### src/rtl/line_pkg.sv
// Constants and types shared by the line-buffered UART transmit path.
package line_pkg;

   localparam logic [7:0]  CH_LF = 8'h0A;
   localparam logic [7:0]  CH_CR = 8'h0D;
   localparam logic [23:0] DEFAULT_CLOCKS_PER_BAUD = 24'd868;

   typedef enum logic [1:0] {IDLE, START, DATA, STOP} ser_state_t;

   function automatic logic is_eol(input logic [7:0] ch);
      return (ch == CH_LF) || (ch == CH_CR);
   endfunction

endpackage

### src/rtl/uart_serializer.sv
// 8N1 UART serializer: takes one byte per i_stb while idle, drives a registered tx line.
// state | meaning
// IDLE  | line high, accepts i_stb
// START | start bit, line low
// DATA  | eight data bits, LSB first
// STOP  | stop bit, line high, then IDLE
module uart_serializer
   import line_pkg::*;
#(
   parameter logic [23:0] CLOCKS_PER_BAUD = DEFAULT_CLOCKS_PER_BAUD
) (
   input  logic       i_clk,
   input  logic       i_reset_n,
   input  logic       i_stb,
   input  logic [7:0] i_data,
   output logic       o_idle,
   output logic       o_uart_tx
);

   localparam logic [23:0] BAUD_RELOAD = CLOCKS_PER_BAUD - 24'd1;

   ser_state_t  state, state_next;
   logic [23:0] baud_cnt, baud_cnt_next;
   logic [2:0]  bit_idx, bit_idx_next;
   logic [7:0]  shreg, shreg_next;
   logic        tx_next;
   logic        baud_tc;

   assign baud_tc = (baud_cnt == 24'd0);
   assign o_idle  = (state == IDLE);

   always_ff @(posedge i_clk or negedge i_reset_n) begin
      if (!i_reset_n) begin
         state     <= IDLE;
         baud_cnt  <= '0;
         bit_idx   <= '0;
         shreg     <= '0;
         o_uart_tx <= 1'b1;
      end else begin
         state     <= state_next;
         baud_cnt  <= baud_cnt_next;
         bit_idx   <= bit_idx_next;
         shreg     <= shreg_next;
         o_uart_tx <= tx_next;
      end
   end

   always_comb begin
      state_next    = state;
      baud_cnt_next = baud_cnt;
      bit_idx_next  = bit_idx;
      shreg_next    = shreg;
      tx_next       = o_uart_tx;
      case (state)
         IDLE: begin
            if (i_stb) begin
               state_next    = START;
               baud_cnt_next = BAUD_RELOAD;
               bit_idx_next  = '0;
               shreg_next    = i_data;
               tx_next       = 1'b0;
            end
         end
         START: begin
            if (baud_tc) begin
               state_next    = DATA;
               baud_cnt_next = BAUD_RELOAD;
               tx_next       = shreg[0];
            end else begin
               baud_cnt_next = baud_cnt - 24'd1;
            end
         end
         DATA: begin
            if (baud_tc) begin
               baud_cnt_next = BAUD_RELOAD;
               if (bit_idx == 3'd7) begin
                  state_next = STOP;
                  tx_next    = 1'b1;
               end else begin
                  bit_idx_next = bit_idx + 3'd1;
                  tx_next      = shreg[bit_idx_next];
               end
            end else begin
               baud_cnt_next = baud_cnt - 24'd1;
            end
         end
         STOP: begin
            if (baud_tc) begin
               state_next = IDLE;
            end else begin
               baud_cnt_next = baud_cnt - 24'd1;
            end
         end
         default: begin
            state_next = IDLE;
            tx_next    = 1'b1;
         end
      endcase
   end

endmodule

### src/rtl/line_sender.sv
// Line-buffered UART transmitter: bytes wait in a FIFO until a line is committed
// (CR/LF, MAXLINE characters, or flush) and are then serialized as 8N1.
module line_sender
   import line_pkg::*;
#(
   parameter logic [23:0] CLOCKS_PER_BAUD = DEFAULT_CLOCKS_PER_BAUD,
   parameter int          LGFLEN          = 8,
   parameter int          MAXLINE         = 80
) (
   input  logic              i_clk,
   input  logic              i_reset_n,
   input  logic              i_wr,
   input  logic [7:0]        i_data,
   input  logic              i_flush,
   output logic              o_full,
   output logic [LGFLEN:0]   o_fill,
   output logic              o_busy,
   output logic              o_err,
   output logic              o_uart_tx
);

   localparam int              DEPTH     = 1 << LGFLEN;
   localparam logic [LGFLEN:0] FULL_FILL = (LGFLEN+1)'(DEPTH);
   localparam logic [LGFLEN:0] MAXLINE_W = (LGFLEN+1)'(MAXLINE);
   localparam logic [LGFLEN:0] ONE       = (LGFLEN+1)'(1);
   localparam logic [LGFLEN-1:0] PTR_ONE = LGFLEN'(1);

   logic [7:0]        mem [DEPTH];
   logic [LGFLEN-1:0] wr_ptr, rd_ptr;
   logic [LGFLEN:0]   fill, pend, cmt;
   logic [LGFLEN:0]   pend_next, cmt_next, commit_amt, pend_inc;
   logic              ser_idle, pop, accept;

   assign o_fill = fill;
   assign o_full = (fill == FULL_FILL);
   assign pop    = ser_idle && (cmt != '0);
   // A pop frees a slot in the same cycle, so a write into a full FIFO still lands.
   assign accept = i_wr && (!o_full || pop);
   assign o_busy = (cmt != '0) || !ser_idle;

   always_comb begin
      pend_inc   = pend + ONE;
      pend_next  = pend;
      commit_amt = '0;
      if (accept) begin
         if (is_eol(i_data) || (pend_inc == MAXLINE_W)) begin
            commit_amt = pend_inc;
            pend_next  = '0;
         end else begin
            pend_next = pend_inc;
         end
      end
      if (i_flush) begin
         commit_amt = commit_amt + pend_next;
         pend_next  = '0;
      end
      cmt_next = cmt - (pop ? ONE : '0) + commit_amt;
   end

   always_ff @(posedge i_clk or negedge i_reset_n) begin
      if (!i_reset_n) begin
         wr_ptr <= '0;
         rd_ptr <= '0;
         fill   <= '0;
         pend   <= '0;
         cmt    <= '0;
         o_err  <= 1'b0;
      end else begin
         if (accept) wr_ptr <= wr_ptr + PTR_ONE;
         if (pop)    rd_ptr <= rd_ptr + PTR_ONE;
         fill <= fill + (accept ? ONE : '0) - (pop ? ONE : '0);
         pend <= pend_next;
         cmt  <= cmt_next;
         if (i_wr && !accept) o_err <= 1'b1;
      end
   end

   always_ff @(posedge i_clk) begin
      if (accept) mem[wr_ptr] <= i_data;
   end

   uart_serializer #(
      .CLOCKS_PER_BAUD(CLOCKS_PER_BAUD)
   ) u_ser (
      .i_clk     (i_clk),
      .i_reset_n (i_reset_n),
      .i_stb     (pop),
      .i_data    (mem[rd_ptr]),
      .o_idle    (ser_idle),
      .o_uart_tx (o_uart_tx)
   );

endmodule

### config.mk
export PLATFORM = sky130hd
export DESIGN_NAME = line_sender
export DESIGN_NICKNAME = d
export VERILOG_FILES = /design/src/rtl/line_pkg.sv /design/src/rtl/uart_serializer.sv /design/src/rtl/line_sender.sv
export SDC_FILE = /design/constraint.sdc
export NUM_CORES = 2
export LEC_CHECK = 0
export CAP_MARGIN = 20
export CORE_MARGIN = 2
export CORE_UTILIZATION = 55
export DETAILED_ROUTE_END_ITERATION = 7
export GPL_TIMING_DRIVEN = 0
export PLACE_DENSITY_LB_ADDON = 0.12
export SLEW_MARGIN = 20
export SYNTH_ARGS = -nofsm -noshare
export SYNTH_HDL_FRONTEND = slang
export SYNTH_SLANG_ARGS = --single-unit
### constraint.sdc
create_clock -name i_clk -period 4.5 [get_ports i_clk]
set_input_delay 0.9 -clock i_clk [delete_from_list [all_inputs] [get_ports i_clk]]
set_output_delay 0.9 -clock i_clk [all_outputs]
set_load 0.03 [all_outputs]
# After elaboration in Yosys (flattened, before gate mapping)
# Memories as Yosys holds them, arrays and structs flattened. A register that Yosys moved wholly into a read port is not among the register bits.
# Cells that the tools add are included.
[op_classes] n_eq_ne=15 order_cmp=1 muxes=31 reduce_logical=22 addsub=10
[ops] op="$mux W24" count=3
[ops] op="$pmux W24 S3" count=1
[ops] op="$mux W9" count=6
[ops] op="$logic_not A24 Y1" count=1
[ops] op="$sub A24 B1 Y24 const B" count=1
[ops] op="$add A9 B9 Y9" count=2
[ops] op="$add A8 B1 Y8 const B" count=2
[ops] op="$eq A8 B4 Y1 const B" count=2
[ops] op="$mux W2" count=5
[ops] op="$ne A2 B1 Y1 const B" count=5
[ops] op="$add A9 B1 Y9" count=1
[ops] op="$add A9 B1 Y9 const B" count=1
[ops] op="$eq A9 B7 Y1 const B" count=1
[ops] op="$eq A9 B9 Y1 const B" count=1
[ops] op="$mux W1" count=9
[ops] op="$mux W3" count=3
[ops] op="$reduce_bool A9 Y1" count=1
[ops] op="$sub A9 B1 Y9" count=1
[ops] op="$sub A9 B9 Y9" count=1
[ops] op="$pmux W2 S4" count=1
[ops] op="$reduce_and A4 Y1" count=2
[ops] op="$pmux W3 S2" count=1
[ops] op="$reduce_and A5 Y1" count=1
[ops] op="$eq A2 B2 Y1 const B" count=2
[ops] op="15 further kinds" count=25
[totals] ff_bits=74 n_memories=1 mem_bits_rw=2048 word_cells=90 output_inout_bits=13
[mem_list] memory="mem" words=256 word_bits=8 rd=1 rd_ports_with_merged_regs=1 wr=1 line_no="line_sender.sv:28" rtl="logic [7:0] mem [DEPTH];"

# Depth between registers and ports, before layout
[logic_depth] depth_word=8 ltp_mapped=26 mapped_depth_nobuf=25

# Hierarchy
# From an unflattened synthesis, not the netlist that was laid out.
[hier_totals] cells_unflattened=3897 area_unflattened_um2=84342.1
[modules_own_cells] module="line_sender" seq_area_each_um2=62600.0 cells_per_inst=3679 area_each_um2=82133.8 instances=1
[modules_own_cells] module="uart_serializer" seq_area_each_um2=952.2 cells_per_inst=218 area_each_um2=2208.4 instances=1

# Worst setup path after synthesis
# Ideal clock, no wire load.
[synth_path] path_kind="reg-to-reg" start="register fill[4], in the netlist o_fill[4]" end="register cmt[8]" stages_incl_launch_ff=25 setup_slack_ns=-0.699 t_arrival_ns=5.073 n_path_buf=2 setup_time_ns=0.125 required_ns=4.375 synth_period_minus_slack_ns=5.199 path_cell_list="dfrtp_1 inv_1 ha_1 nand4_1 nor3_1 a21boi_1 clkbuf_1 buf_1 nand2_1 nor2_1 ha_1 inv_1 fa_1 mux2_2 ha_1 inv_1 fa_1 a21oi_1 nor2_1 nor2_1 o21bai_1 a21oi_1 o21ai_0 xnor2_1 xnor2_1"
[synth_via] elab_chain_len=8 elab_cells_between_ends=9
[synth_lines] item="from (decl)" line_no="line_sender.sv:30" rtl="logic [LGFLEN:0] fill, pend, cmt;"
[synth_lines] item="from (signal assigned)" line_no="line_sender.sv:71" rtl="fill <= fill + (accept ? ONE : '0) - (pop ? ONE : '0);"
[synth_lines] item="$eq A9 B9 Y1 (*)" line_no="line_sender.sv:35" rtl="assign o_full = (fill == FULL_FILL);"
[synth_lines] item="net o_full" line_no="line_sender.sv:15" rtl="output logic o_full,"
[synth_lines] item="$logic_not A1 Y1 (*)" line_no="line_sender.sv:38" rtl="assign accept = i_wr && (!o_full || pop);"
[synth_lines] item="$logic_or A1 B1 Y1 (*)" line_no="line_sender.sv:38"
[synth_lines] item="$logic_and A1 B1 Y1 (*)" line_no="line_sender.sv:38"
[synth_lines] item="$mux W9" line_no="line_sender.sv:45" rtl="if (accept) begin"
[synth_lines] item="$add A9 B9 Y9" line_no="line_sender.sv:54" rtl="commit_amt = commit_amt + pend_next;"
[synth_lines] item="$mux W9 (*)" line_no="line_sender.sv:53" rtl="if (i_flush) begin"
[synth_lines] item="$add A9 B9 Y9 (*)" line_no="line_sender.sv:57" rtl="cmt_next = cmt - (pop ? ONE : '0) + commit_amt;"
[synth_lines] item="net cmt_next[8]" line_no="line_sender.sv:31" rtl="logic [LGFLEN:0] pend_next, cmt_next, commit_amt, pend_inc;"
[synth_lines] item="to (signal assigned)" line_no="line_sender.sv:73" rtl="cmt <= cmt_next;"
[synth_lines] item="to (decl)" line_no="line_sender.sv:30"
# The timed path passes the listed nets; every way through them passes the cells marked *.
# A chain may end at the register's enable or synchronous reset.

==> metrics.md <==
| Metric | Value |
|---|---|
| Outcome | finished, violations left |
| Failing checks | negative setup slack |
| DR WL/cell | 45.1 µm |
| Crit path launch | rd_ptr[3] |
| Syn Area/Cell | 20.2 µm² |
| Worst reg2reg path depth | 9 |
| Vias after detailed routing | 48100 |
| Critical Path Fanout Max | 10 |
| Synth top area share | 0.728 |
| Predominant post-synthesis flop cell | edfxtp_1 |
| Seq cells post-synth | 2130 |
| Worst reg-to-reg setup slack | -0.30 ns |
| Peak VDD IR | 0.504 mV |
| Switching pwr | 23.9 mW |
| Total global routing overflow | 0 |
| Reg2reg end | u_ser.shreg[6] |
| Leak pwr | 30.9 nW |
| Non-Filler Instances | 6709 |
| Die width | 396 µm |
| Area contributors post-synth | edfxtp_1 (73%), mux4_2 (13%), dfrtp_1 (2.4%), mux2i_1 (2.1%), nor2_1 (1.5%) |
| Reg power frac | 0.354 |
| Final hold vios | 0 |
| Switching fraction of total power | 0.377 |
| EDFF count, synth | 2048 |
| Clock power frac | 0.272 |
| Post-DP HPWL | 196 mm |
| Number of distinct library cells after synthesis | 79 |
| Fin Clk Skew | 0.0557 ns |
| Synth area leader | edfxtp_1 |
| # IOs | 25 |
| Initial core utilization | 0.554 |
| Worst slew margin | 0.122 |
| Slew Limit Fails | 0 |
| Hold Path Class | in -> reg |
| Clock Pin Slew Worst Setup and Hold Paths | 0.06 ns |
| Final nets | 4554 |
| Die ar. | 157000 µm² |
| Syn. warnings | 0 |
| Worst-skew pair later-pin latency | 0.89 ns |
| Crit start category | register |
| GPL Wtd Cong | 1.00 |
| Fmax | 0.208 GHz |
| TritonCTS clock tree | yes |
| Vias in the first global route | 44700 |
| P_int | 39.5 mW |
| Req. time, crit path | 5.32 ns |
| Number of max-cap violations | 0 |
| Clock tree root buffer cell | clkbuf_16 |
| Clock tree buffer depth | 3 |
| Setup crit end kind | register |
| Filler cells | 10300 |
| Initial DRC count | 9558 |
| Worst setup path end | u_ser.shreg[6] |
| Final worst slack | -0.304 ns |
| Mapped Area | 84400 µm² |
| Tot GR Track Use | 0.389 |
| TritonRoute pass-1 iters | 8 |
| Total routed wirelength | 303 mm |
| Post-synthesis sequential area ratio | 0.753 |
| CTS Sinks | 2130 |
| Post-layout minimum cycle time | 4.80 ns |
| Final worst path period share | 1.07 |
| Comb power frac | 0.374 |
| # rows | 143 |
| Worst Max-Slew Pin Slew | 1.32 ns |
| TritonCTS buffer count | 209 |
| Crit path DAT | 5.62 ns |
| Largest net degree at the start of global routing | 133 |
| First-pass GRT wire length | 398 mm |
| Layout cells sized above 1 | 0.254 |
| Reg2reg start | rd_ptr[3] |
| Final antenna-violating net count | 0 |
| Count of final setup violators | 8 |
| Mapped Nets | 4237 |
| RSZ-0062 raised after global routing | yes |
| Initial antenna violation count | 18 |
| Core region area | 152000 µm² |
| Port buffer count | 24 |
| Final core area utilization | 0.633 |
| DRC viols | 0 |
| Power Dens Cells | 658 nW/µm² |
| Die height | 396 µm |
| Post-synth ARST share | 0.0385 |
| Crit path kind | reg -> reg |
| H-tree Lvls | 4 |
| Synthesized instance count | 4172 |
| Synth-to-Final Area Change | 14.2% |
| Via density per instance | 7.17 |
| Dpl cells | 6284 |
## Yosys cell counts, drive strengths merged (11+ instances only)
library cell	instances
xor2	15
nor2b	15
and2	13
mux4	506
clkbuf	115
nor4	11
ha	50
o221ai	17
dfrtp	81
nand2b	12
a211oi	14
nor2	333
nand3	35
o211ai	15
o21ai	75
xnor2	38
or3	14
mux2i	176
a221oi	24
o22ai	28
a21oi	93
a31oi	12
buf	121
nand4	13
inv	61
edfxtp	2048
a22o	13
a22oi	33
nand2	80
nor3	18
## power by group through the flow
stage	Sequential, mW	Combinational (mW)	Clock (mW)
floorplan	22.9	10.7	0
global placement	23.1	21.3	0
detailed placement	22.9	22.1	0
CTS	22.5	22.3	17.2
global route	22.5	23.3	18.0
finish	22.5	23.7	17.3
## critical path, cell delays in order (launching register included)
cell and delay (ns):
dfrtp_1 0.34, clkbuf_1 0.40, clkbuf_2 0.68, buf_2 0.64, nand3_2 0.61, clkbuf_2 0.59, o21ai_0 0.90, a211oi_2 0.18
o21ai_1 0.21, o211a_1 0.15
## timing repair
action,4_1_cts,5_1_grt
resized for setup,61,75
gates cloned,4,1
pin swaps,6,37
setup endpoints to repair,756,328
endpoints found under the hold margin,30,0
hold buffers,1,0
buffers inserted,7,19
## final cells by class
| cell class | count | area, µm² | share of cell area |
|---|---|---|---|
| Antenna cell | 9 | 22.5 | 0.000234 |
| Buffer | 229 | 1350 | 0.0140 |
| Clock buffer | 269 | 5570 | 0.0578 |
| Clock inverter | 123 | 1080 | 0.0112 |
| Inverter | 61 | 236 | 0.00245 |
| Multi-Input combinational cell | 1745 | 19900 | 0.206 |
| Sequential cell | 2130 | 63600 | 0.660 |
| Tap cell | 2030 | 2540 | 0.0264 |
| Timing Repair Buffer | 113 | 2120 | 0.0220 |
## cells in the final DEF (no fill, tap or decap), types with 38 or more instances in the layout
| cell | netlist | final |
|---|---|---|
| xnor2_1 | 38 | 38 |
| buf_4 | 22 | 67 |
| buf_16 | 0 | 47 |
| mux4_2 | 506 | 506 |
| edfxtp_1 | 2048 | 2048 |
| mux2i_1 | 176 | 175 |
| a21oi_1 | 92 | 83 |
| inv_1 | 59 | 46 |
| buf_2 | 60 | 46 |
| clkbuf_1 | 115 | 101 |
| o21ai_0 | 46 | 44 |
| nand2_1 | 80 | 74 |
| dfrtp_1 | 81 | 74 |
| ha_1 | 50 | 39 |
| clkinv_1 | 0 | 54 |
| clkbuf_16 | 0 | 213 |
| nor2_1 | 332 | 302 |
| clkbuf_2 | 0 | 59 |
## registers in the layout, summed over array words and instances (netlist names)
| name | cells |
|---|---|
| u_ser.bit_idx | 3 |
| rd_ptr | 8 |
| u_ser.baud_cnt | 24 |
| o_fill | 9 |
| cmt | 9 |
| u_ser.state | 2 |
| wr_ptr | 8 |
| u_ser.o_uart_tx | 1 |
| o_err | 1 |
| u_ser.shreg | 8 |
| mem | 2048 |
| pend | 9 |
## kinds of logic (layout without fill, tap and decap cells)
family                     after synthesis  after routing  share of synthesized area
other                                    0              9                          0
and+or+nand+nor                        563            563                     0.0296
adders and majority gates               53             53                    0.00812
DFF                                   2130           2130                      0.753
AOI/OAI and AO/OA                      386            386                     0.0303
xor gates and xnor gates                53             53                    0.00550
muxes                                  690            690                      0.157
buffers and inverters                  297            795                     0.0168
## routing by layer
layer | part of all wire | GRT usage | wire length (µm) | vias to the layer above
met3 | 0.15 | 0.144 | 46900 | 889
met5 | 0.00071 | 0.00585 | 216 | -
li1 | - | - | - | 17800
met1 | 0.34 | 0.517 | 103000 | 25000
met4 | 0.074 | 0.232 | 22500 | 10
met2 | 0.43 | 0.552 | 131000 | 4344
## metrics by stage
stage / TNS [ns] / worst slack, ns / area [µm²] / hold slack (ns) / power (mW)
final: -1.33 / -0.304 / 96400 / 0.320 / 63.4
after CTS: -0.000898 / -0.000898 / 95900 / 0.257 / 61.9
after detailed placement: -371.56 / -1.45 / 88900 / 0.471 / 45.0
after global placement: - / -8.03 / 87300 / 0.452 / 44.4
after global routing: -0.190 / -0.110 / 96400 / 0.308 / 63.8
after floorplan: 0 / 0.00158 / 84500 / 0.451 / 33.5
## how the worst min path moves through the flow
stage | startpoint | end | slack [ns] | depth (start not counted)
global placement | o_err | o_err | 0.45 | 1
CTS | i_data[6] | mem[175][6] | 0.26 | 1
finish | i_data[6] | mem[175][6] | 0.32 | 1
detailed placement | o_err | o_err | 0.47 | 1
floorplan | u_ser.shreg[1] | u_ser.shreg[1] | 0.45 | 2
global route | i_data[6] | mem[175][6] | 0.31 | 1
Power figures use the tool's default switching activity.
